File: src/rtl/nvdla_cacc_pwr_pkg.sv
// Shared types and constants for the CACC power-control slice.
package nvdla_cacc_pwr_pkg;

    localparam int unsigned PWR_STATE_W = 3;
    localparam int unsigned IDLE_CNT_W  = 8;
    localparam int unsigned WAKE_CNT_W  = 4;
    localparam int unsigned DENY_CNT_W  = 8;

    localparam logic [PWR_STATE_W-1:0] PWR_RUN     = 3'd0;
    localparam logic [PWR_STATE_W-1:0] PWR_REQ     = 3'd1;
    localparam logic [PWR_STATE_W-1:0] PWR_DENY    = 3'd2;
    localparam logic [PWR_STATE_W-1:0] PWR_STOP    = 3'd3;
    localparam logic [PWR_STATE_W-1:0] PWR_GATED   = 3'd4;
    localparam logic [PWR_STATE_W-1:0] PWR_WAKE    = 3'd5;
    localparam logic [PWR_STATE_W-1:0] PWR_RESTORE = 3'd6;
    localparam logic [PWR_STATE_W-1:0] PWR_EXIT    = 3'd7;

    typedef enum logic [PWR_STATE_W-1:0] {
        ST_RUN     = PWR_RUN,
        ST_REQ     = PWR_REQ,
        ST_DENY    = PWR_DENY,
        ST_STOP    = PWR_STOP,
        ST_GATED   = PWR_GATED,
        ST_WAKE    = PWR_WAKE,
        ST_RESTORE = PWR_RESTORE,
        ST_EXIT    = PWR_EXIT
    } pwr_state_e;

endpackage

File: src/rtl/nvdla_cacc_pwr_cnt.sv
// Loadable saturating up-counter; clear has priority over load, load over enable.
module nvdla_cacc_pwr_cnt
    import nvdla_cacc_pwr_pkg::*;
#(
    parameter int unsigned WIDTH = 8
) (
    input  logic             nvdla_core_clk,
    input  logic             nvdla_core_rstn,
    input  logic             clr,
    input  logic             ld,
    input  logic [WIDTH-1:0] ld_val,
    input  logic             en,
    output logic [WIDTH-1:0] cnt
);

    always_ff @(posedge nvdla_core_clk or negedge nvdla_core_rstn) begin
        if (!nvdla_core_rstn) begin
            cnt <= '0;
        end else if (clr) begin
            cnt <= '0;
        end else if (ld) begin
            cnt <= ld_val;
        end else if (en && (cnt != '1)) begin
            cnt <= cnt + WIDTH'(1);
        end
    end

endmodule

File: src/rtl/nvdla_cacc_pwr_ctrl.sv
// CACC power controller: Q-channel handshake, isolation/power-switch sequencing
// and retention restore. All outputs decode from the registered state.
module nvdla_cacc_pwr_ctrl
    import nvdla_cacc_pwr_pkg::*;
(
    input  logic       nvdla_core_clk,
    input  logic       nvdla_core_rstn,
    input  logic       sw_pwr_down_req,
    input  logic       wake_req,
    input  logic       cacc_idle,
    input  logic [7:0] cfg_idle_thresh,
    input  logic [3:0] cfg_wake_dly,
    input  logic       qacceptn,
    input  logic       qdeny,
    output logic       qreqn,
    output logic       pr_restore,
    output logic       pwr_iso_en,
    output logic       pwr_gate_en,
    output logic [2:0] pwr_state,
    output logic [7:0] deny_cnt
);

    pwr_state_e              state_q;
    pwr_state_e              state_d;
    logic                    holdoff_q;
    logic [DENY_CNT_W-1:0]   deny_q;
    logic [IDLE_CNT_W-1:0]   idle_cnt;
    logic [WAKE_CNT_W-1:0]   wake_cnt;
    logic                    auto_trig;
    logic                    pd_req;
    logic                    gated_exit;
    logic                    wake_done;
    logic                    deny_evt;

    nvdla_cacc_pwr_cnt #(.WIDTH(IDLE_CNT_W)) u_idle_cnt (
        .nvdla_core_clk  (nvdla_core_clk),
        .nvdla_core_rstn (nvdla_core_rstn),
        .clr             ((state_q != ST_RUN) || !cacc_idle),
        .ld              (1'b0),
        .ld_val          ('0),
        .en              ((state_q == ST_RUN) && cacc_idle),
        .cnt             (idle_cnt)
    );

    // Loaded with 1 on GATED exit so the first WAKE cycle already counts;
    // a zero delay therefore still spends one cycle in WAKE.
    nvdla_cacc_pwr_cnt #(.WIDTH(WAKE_CNT_W)) u_wake_cnt (
        .nvdla_core_clk  (nvdla_core_clk),
        .nvdla_core_rstn (nvdla_core_rstn),
        .clr             ((state_q != ST_GATED) && (state_q != ST_WAKE)),
        .ld              ((state_q == ST_GATED) && gated_exit),
        .ld_val          (WAKE_CNT_W'(1)),
        .en              (state_q == ST_WAKE),
        .cnt             (wake_cnt)
    );

    assign auto_trig  = (cfg_idle_thresh != '0) && (idle_cnt >= cfg_idle_thresh);
    assign pd_req     = (sw_pwr_down_req || auto_trig) && qacceptn && !qdeny && !holdoff_q;
    assign gated_exit = wake_req || !sw_pwr_down_req;
    assign wake_done  = (wake_cnt >= cfg_wake_dly);
    assign deny_evt   = (state_q == ST_REQ) && qacceptn && qdeny;

    always_comb begin
        state_d = state_q;
        case (state_q)
            ST_RUN:     if (pd_req) state_d = ST_REQ;
            ST_REQ: begin
                if (!qacceptn && !qdeny) begin
                    state_d = ST_STOP;
                end else if (qacceptn && qdeny) begin
                    state_d = ST_DENY;
                end
            end
            ST_DENY:    if (qacceptn && !qdeny) state_d = ST_RUN;
            ST_STOP:    state_d = ST_GATED;
            ST_GATED:   if (gated_exit) state_d = ST_WAKE;
            ST_WAKE:    if (wake_done) state_d = ST_RESTORE;
            ST_RESTORE: state_d = ST_EXIT;
            ST_EXIT:    if (qacceptn) state_d = ST_RUN;
            default:    state_d = ST_RUN;
        endcase
    end

    always_ff @(posedge nvdla_core_clk or negedge nvdla_core_rstn) begin
        if (!nvdla_core_rstn) begin
            state_q   <= ST_RUN;
            holdoff_q <= 1'b0;
            deny_q    <= '0;
        end else begin
            state_q   <= state_d;
            holdoff_q <= (state_q == ST_DENY) && (state_d == ST_RUN);
            if (deny_evt && (deny_q != '1)) begin
                deny_q <= deny_q + DENY_CNT_W'(1);
            end
        end
    end

    always_comb begin
        qreqn       = 1'b1;
        pr_restore  = 1'b0;
        pwr_iso_en  = 1'b0;
        pwr_gate_en = 1'b0;
        case (state_q)
            ST_REQ:     qreqn = 1'b0;
            ST_STOP: begin
                qreqn      = 1'b0;
                pwr_iso_en = 1'b1;
            end
            ST_GATED: begin
                qreqn       = 1'b0;
                pwr_iso_en  = 1'b1;
                pwr_gate_en = 1'b1;
            end
            ST_WAKE: begin
                qreqn      = 1'b0;
                pwr_iso_en = 1'b1;
            end
            ST_RESTORE: begin
                qreqn      = 1'b0;
                pr_restore = 1'b1;
            end
            default: ;
        endcase
    end

    assign pwr_state = state_q;
    assign deny_cnt  = deny_q;

endmodule
File: config.mk
export PLATFORM = sky130hd
export DESIGN_NAME = nvdla_cacc_pwr_ctrl
export DESIGN_NICKNAME = d
export VERILOG_FILES = /design/src/rtl/nvdla_cacc_pwr_pkg.sv /design/src/rtl/nvdla_cacc_pwr_cnt.sv /design/src/rtl/nvdla_cacc_pwr_ctrl.sv
export SDC_FILE = /design/constraint.sdc
export NUM_CORES = 1
export LEC_CHECK = 0
export CAP_MARGIN = 20
export CORE_ASPECT_RATIO = 0.5
export CORE_MARGIN = 8
export CORE_UTILIZATION = 25
export DETAILED_ROUTE_END_ITERATION = 10
export PLACE_DENSITY = 0.54
export SLEW_MARGIN = 20
export SYNTH_ARGS = -nofsm -noshare
export SYNTH_HDL_FRONTEND = slang
export SYNTH_SLANG_ARGS = --single-unit
File: constraint.sdc
create_clock -name nvdla_core_clk -period 4.1 [get_ports nvdla_core_clk]
set_input_delay 0.82 -clock nvdla_core_clk [delete_from_list [all_inputs] [get_ports nvdla_core_clk]]
set_output_delay 0.82 -clock nvdla_core_clk [all_outputs]
set_load 0.005 [all_outputs]
-- After elaboration in Yosys (flattened, before gate mapping)
Index checks and enable logic that the tools add are counted.
- flip-flop bits (word level): 24
- bits of input ports: 19
- word-level logic and storage cells: 71
- output and inout bits: 15
- muxes and demuxes: 17
- add/sub/neg operators: 3
- reduce and logical (&&, ||, !) cells: 32
- order comparisons: 2
- equal/unequal tests: 12
- operator list (operator ; number):
    3-bit one-hot mux with 8 select lines ; 1
    3-bit 2-to-1 mux ; 7
    8-bit by 1-bit adder with 8-bit output (second input constant) ; 2
    1-bit logical AND ; 16
    8-bit 2-to-1 mux ; 2
    8-bit inequality test (second input constant) ; 2
    3-bit equality test (second input constant) ; 4
    4-bit 2-to-1 mux ; 3
    8-bit greater-or-equal comparator ; 1
    8-bit nonzero test ; 1
    3-bit by 2-bit equality test with 1-bit output (second input constant) ; 2
    3-bit logical NOT ; 2
    3-bit inequality test (second input constant) ; 2
    3-bit nonzero test ; 2
    1-bit logical NOT ; 5
    5-bit OR reduction ; 1
    4-bit by 1-bit adder with 4-bit output (second input constant) ; 1
    4-bit greater-or-equal comparator ; 1
    1-bit 2-to-1 mux ; 4
    4-bit inequality test (second input constant) ; 1
    3-bit by 1-bit equality test with 1-bit output (second input constant) ; 1
    1-bit logical OR ; 3
    3-bit OR reduction ; 1
    2-bit nonzero test ; 1

-- Depth between registers and ports, before layout
- depth in word-level cells: 10
- depth in mapped cells: 7
- gate-level depth less buffers: 7

-- Hierarchy
From an unflattened synthesis, not the netlist that was laid out.
- cells, all modules: 205
- area, all modules: 1848.0 sq um
- by module, submodules not included (module ; sequential area each (sq um) ; instances ; cells an instance ; area an instance (sq um)):
    nvdla_cacc_pwr_ctrl ; 300.3 ; 1 ; 113 ; 993.5
    nvdla_cacc_pwr_cnt (u_idle_cnt) ; 200.2 ; 1 ; 64 ; 596.8
    nvdla_cacc_pwr_cnt (u_wake_cnt) ; 100.1 ; 1 ; 28 ; 257.7

-- Least setup slack after synthesis
OpenSTA, ideal clock, no wires.
- path kind: input to register
- start: in cfg_idle_thresh[1]
- end: reg state_q[0], in the netlist pwr_state[0]
- path slack: 1947 ps
- stages: 7
- setup time: 126 ps
- buffers on the path: 0
- arrival: 2027 ps
- path through: inv_1 -> ha_1 -> nor2b_1 -> o211a_1 -> a211oi_1 -> o21ai_0 -> a221o_1
- word-level cells in the longest chain between the ends: 8
- elaborated cells between the ends (all ways): 9
- those cells by class: 1 x order compare; 2 x mux; 6 x reduce/logical
- RTL lines (element ; line ; RTL):
    from (decl) ; nvdla_cacc_pwr_ctrl.sv:11 ; input logic [7:0] cfg_idle_thresh,
    8-bit greater-or-equal comparator / 8-bit nonzero test (equally long branches) ; nvdla_cacc_pwr_ctrl.sv:57 ; assign auto_trig = (cfg_idle_thresh != '0) && (idle_cnt >= cfg_idle_thresh);
    1-bit logical AND * ; nvdla_cacc_pwr_ctrl.sv:57 ;
    1-bit logical OR * ; nvdla_cacc_pwr_ctrl.sv:58 ; assign pd_req = (sw_pwr_down_req || auto_trig) && qacceptn && !qdeny && !holdoff_q;
    1-bit logical AND * (3 in series) ; nvdla_cacc_pwr_ctrl.sv:58 ;
    3-bit 2-to-1 mux * ; nvdla_cacc_pwr_ctrl.sv:66 ; ST_RUN: if (pd_req) state_d = ST_REQ;
    3-bit one-hot mux with 8 select lines * ; nvdla_cacc_pwr_ctrl.sv:65 ; case (state_q)
    net state_d[0] ; nvdla_cacc_pwr_ctrl.sv:24 ; pwr_state_e state_d;
    to (signal assigned) ; nvdla_cacc_pwr_ctrl.sv:90 ; state_q <= state_d;
    to (decl) ; nvdla_cacc_pwr_ctrl.sv:23 ; pwr_state_e state_q;
Mark *: on every way through the listed nets, which the timed path passes. The rest lies on a longest branch.
A chain may end at the register's enable or synchronous reset.

-- Worst setup path in the final report
- start: reg state_q[1], in the netlist pwr_state[1]
- end: out pr_restore
- word-level cells in the longest chain between the ends: 2
- RTL lines (element ; line ; RTL):
    3-bit equality test ; nvdla_cacc_pwr_ctrl.sv:103 ; case (state_q)
    1-bit 2-to-1 mux ; nvdla_cacc_pwr_ctrl.sv:103 ;
    to (decl) ; nvdla_cacc_pwr_ctrl.sv:16 ; output logic pr_restore,
No other way between the ends.

==> results.md <==
* GPL Wtd Cong at 0.736
* Row count at 20
* Status: finished, final reports clean
* Post-synthesis cell count at 169
* Yosys cell types at 38
* Most frequent cells in the layout: 33 x clkdlybuf4s50_1, 24 x dfrtp_1, 18 x inv_1
* Share of the yosys chip area belonging to registers at 38.3%
* Gr usage total at 8.57%
* Post-Syn Area at 1570 um^2
* Largest net degree at the start of global routing at 25
* Via count at 1333
* Vias per Instance at 4.60
* Hpwl dp at 2.92 mm
* CTS tree: built
* Die area at 9210 um^2
* RSZ-0062 raised after global routing: false
* Starting Density at 25.9%
* Crit path cell chain: inv_1 > nor3b_1 > clkdlybuf4s50_1
* Worst vdd ir at 160 uV
* CTS Hold Bufs at 0
* CTS H-tree lvls at 1
* Worst EP arrival at 1.76 ns
* Clock skew at 0.00531 ns
* Antenna violations before repair at 0
* Tightest Pin Transition at 0.446 ns
* First-pass GRT wire length at 6.47 mm
* Final hold viol count at 0
* Global route total overflow at 0
* Die width at 128 um
* CTS resizes at 0
* Ports at 34
* TritonCTS Buffers at 3
* CTS max path bufs at 2
* CP Class: flip-flop to primary output
* Leakage Power at 0.947 nW
* Commonest non-fill, non-tap cell in the layout: clkdlybuf4s50_1
* Vias in the first global route at 1341
* Syn nets at 203
* # setup viols final at 0
* Drt initial violations at 76
* Root Driver: clkbuf_16
* ANT nets after route at 0
* PD cells at 446 nW/um^2
* Tcrit/Tclk final at 62.9%
* Area share of the largest cell type after synthesis at 38.3%
* Crit path max fanout at 10
* Drt drc at 0
* Port bufs at 33
* Total Wirelength at 3.71 mm
* Worst skew pair latency at 0.26 ns
* Max-cap viol count at 0
* Setup TNS at 0 ns
* CP required at 3.28 ns
* Synth area leaders: dfrtp_1 38%, ha_1 12%, inv_1 4.3%
* CORE AREA at 6060 um^2
* Worst-path clk slew at 0.07 ns
* Sinks on the clock net at 24
* Fmax at 0.387 GHz
* Antenna fix cells at 0
* Avg Inst Size Synth at 9.27 um^2
* Post-CTS Setup Bufs at 0
* Die span in y at 72.0 um
* Flops & latches, synth at 24
* Slew margin rel. at 70.3%
* Syn. warnings at 0
* Final Slew Violations at 0
* Largest area contributor in the netlist: dfrtp_1
* Startpoint Class: flip-flop
* Ratio of cells with drive above 1 in the final layout at 6.93%
* Drt wl/cell at 12.8 um
* CP max stage cell: dfrtp_1
* Final min period at 2.58 ns
* Router iterations before antenna repair at 4
* Worst Setup End Kind: primary output
* Hold Path Class: flip-flop to flip-flop
* Layout Area Growth over Synthesis at 32.6%
* Max stage delay on crit path at 0.57 ns
* Hold WS at 0.538 ns
* Fin nets at 237
## report_power, final
part	switching, mW	leakage [nW]	internal (mW)
clock	0.0835	0.0442	0.149
combinational	0.142	0.580	0.198
sequential	0.0785	0.323	0.275
total	0.304	0.947	0.621
## registers in the layout, summed over array words and instances (netlist names)
| name | cells |
|---|---|
| holdoff_q | 1 |
| deny_cnt | 8 |
| u_idle_cnt.cnt | 8 |
| u_wake_cnt.cnt | 4 |
| pwr_state | 3 |
## through the flow
stage	utilization [%]	std cells	cell area, um^2	worst slack, ns	power, mW
3_3_place_gp	32.8	286	1990	1.39	0.695
5_1_grt	34.3	290	2080	1.40	0.998
3_5_place_dp	32.8	286	1990	1.28	0.700
2_1_floorplan	-	169	1570	1.95	0.541
4_1_cts	34.3	290	2080	1.50	0.941
6_report	34.3	290	2080	1.52	0.926
## worst paths after layout
kind                                          from                             to  slack, ns  depth (start not counted)
max                         pwr_state[1]$_DFF_PN0_                     pr_restore       1.52                          3
min                        deny_cnt[0]$_DFFE_PN0P_        deny_cnt[0]$_DFFE_PN0P_       0.54                          1
max reg2reg                 pwr_state[0]$_DFF_PN0_        deny_cnt[7]$_DFFE_PN0P_       2.17                          5
min reg2reg                deny_cnt[0]$_DFFE_PN0P_        deny_cnt[0]$_DFFE_PN0P_       0.54                          1
max in group asynchronous          nvdla_core_rstn            holdoff_q$_DFF_PN0_       2.93                          2
min in group asynchronous          nvdla_core_rstn  u_wake_cnt.cnt[0]$_DFFE_PN0P_       0.92                          2
## logic make-up (layout without fill, tap and decap cells)
kind of cell,count (synthesis),count (layout),share of synthesized area [%]
flops,24,24,38.3
xor+xnor,8,8,4.47
buf+inv,23,56,5.99
mux,6,6,4.63
fa+ha+maj,15,15,12.0
simple gates,61,61,21.8
compound gates,32,32,12.8
## synthesized netlist by cell type
cell / instances
o22ai_1: 2
o21ai_0: 10
dfrtp_1: 24
o211a_1: 1
o211ai_1: 1
and4_4: 1
nand3_1: 10
a21boi_1: 1
xnor2_1: 5
a222oi_1: 1
nand4_1: 4
a31o_2: 1
nor2b_1: 2
xor2_1: 3
a21oi_1: 7
a221o_1: 1
mux2i_1: 2
ha_1: 15
clkbuf_1: 4
o21a_1: 1
nand2b_1: 1
a211oi_1: 3
nor3_1: 3
or3b_1: 1
nand3_2: 2
a31oi_1: 3
nor2b_4: 1
buf_6: 1
inv_1: 18
mux2_2: 2
nor2_1: 13
nand2_1: 9
and4b_1: 1
mux2_4: 2
nor3b_1: 3
and3_1: 6
nand3b_1: 1
nor4_1: 3
## routing by layer
metal / wire length, um / part of all wire, % / GRT usage (%)
met2: 1740 / 47 / 14.9
met1: 1710 / 46 / 10.1
met4: 34 / 0.92 / 2.35
met3: 222 / 6.0 / 2.56
met5: 0 / 0 / 0
## critical path: cells and delay by family, from the launching register on
| kind | cells | cell delay [ns] |
|---|---|---|
| and+or+nand+nor | 1 | 0.22 |
| buffers and inverters | 2 | 0.71 |
| DFF | 1 | 0.57 |
## layout make-up
| cell class | count | area (um^2) |
|---|---|---|
| fill | 645 | 3980 |
| tap | 88 | 110 |
| multi-input combinational | 122 | 872 |
| sequential | 24 | 601 |
| inverter | 18 | 67.6 |
| timing repair buffer | 34 | 338 |
| clock buffer | 4 | 88.8 |
Power figures use the tool's default switching activity.
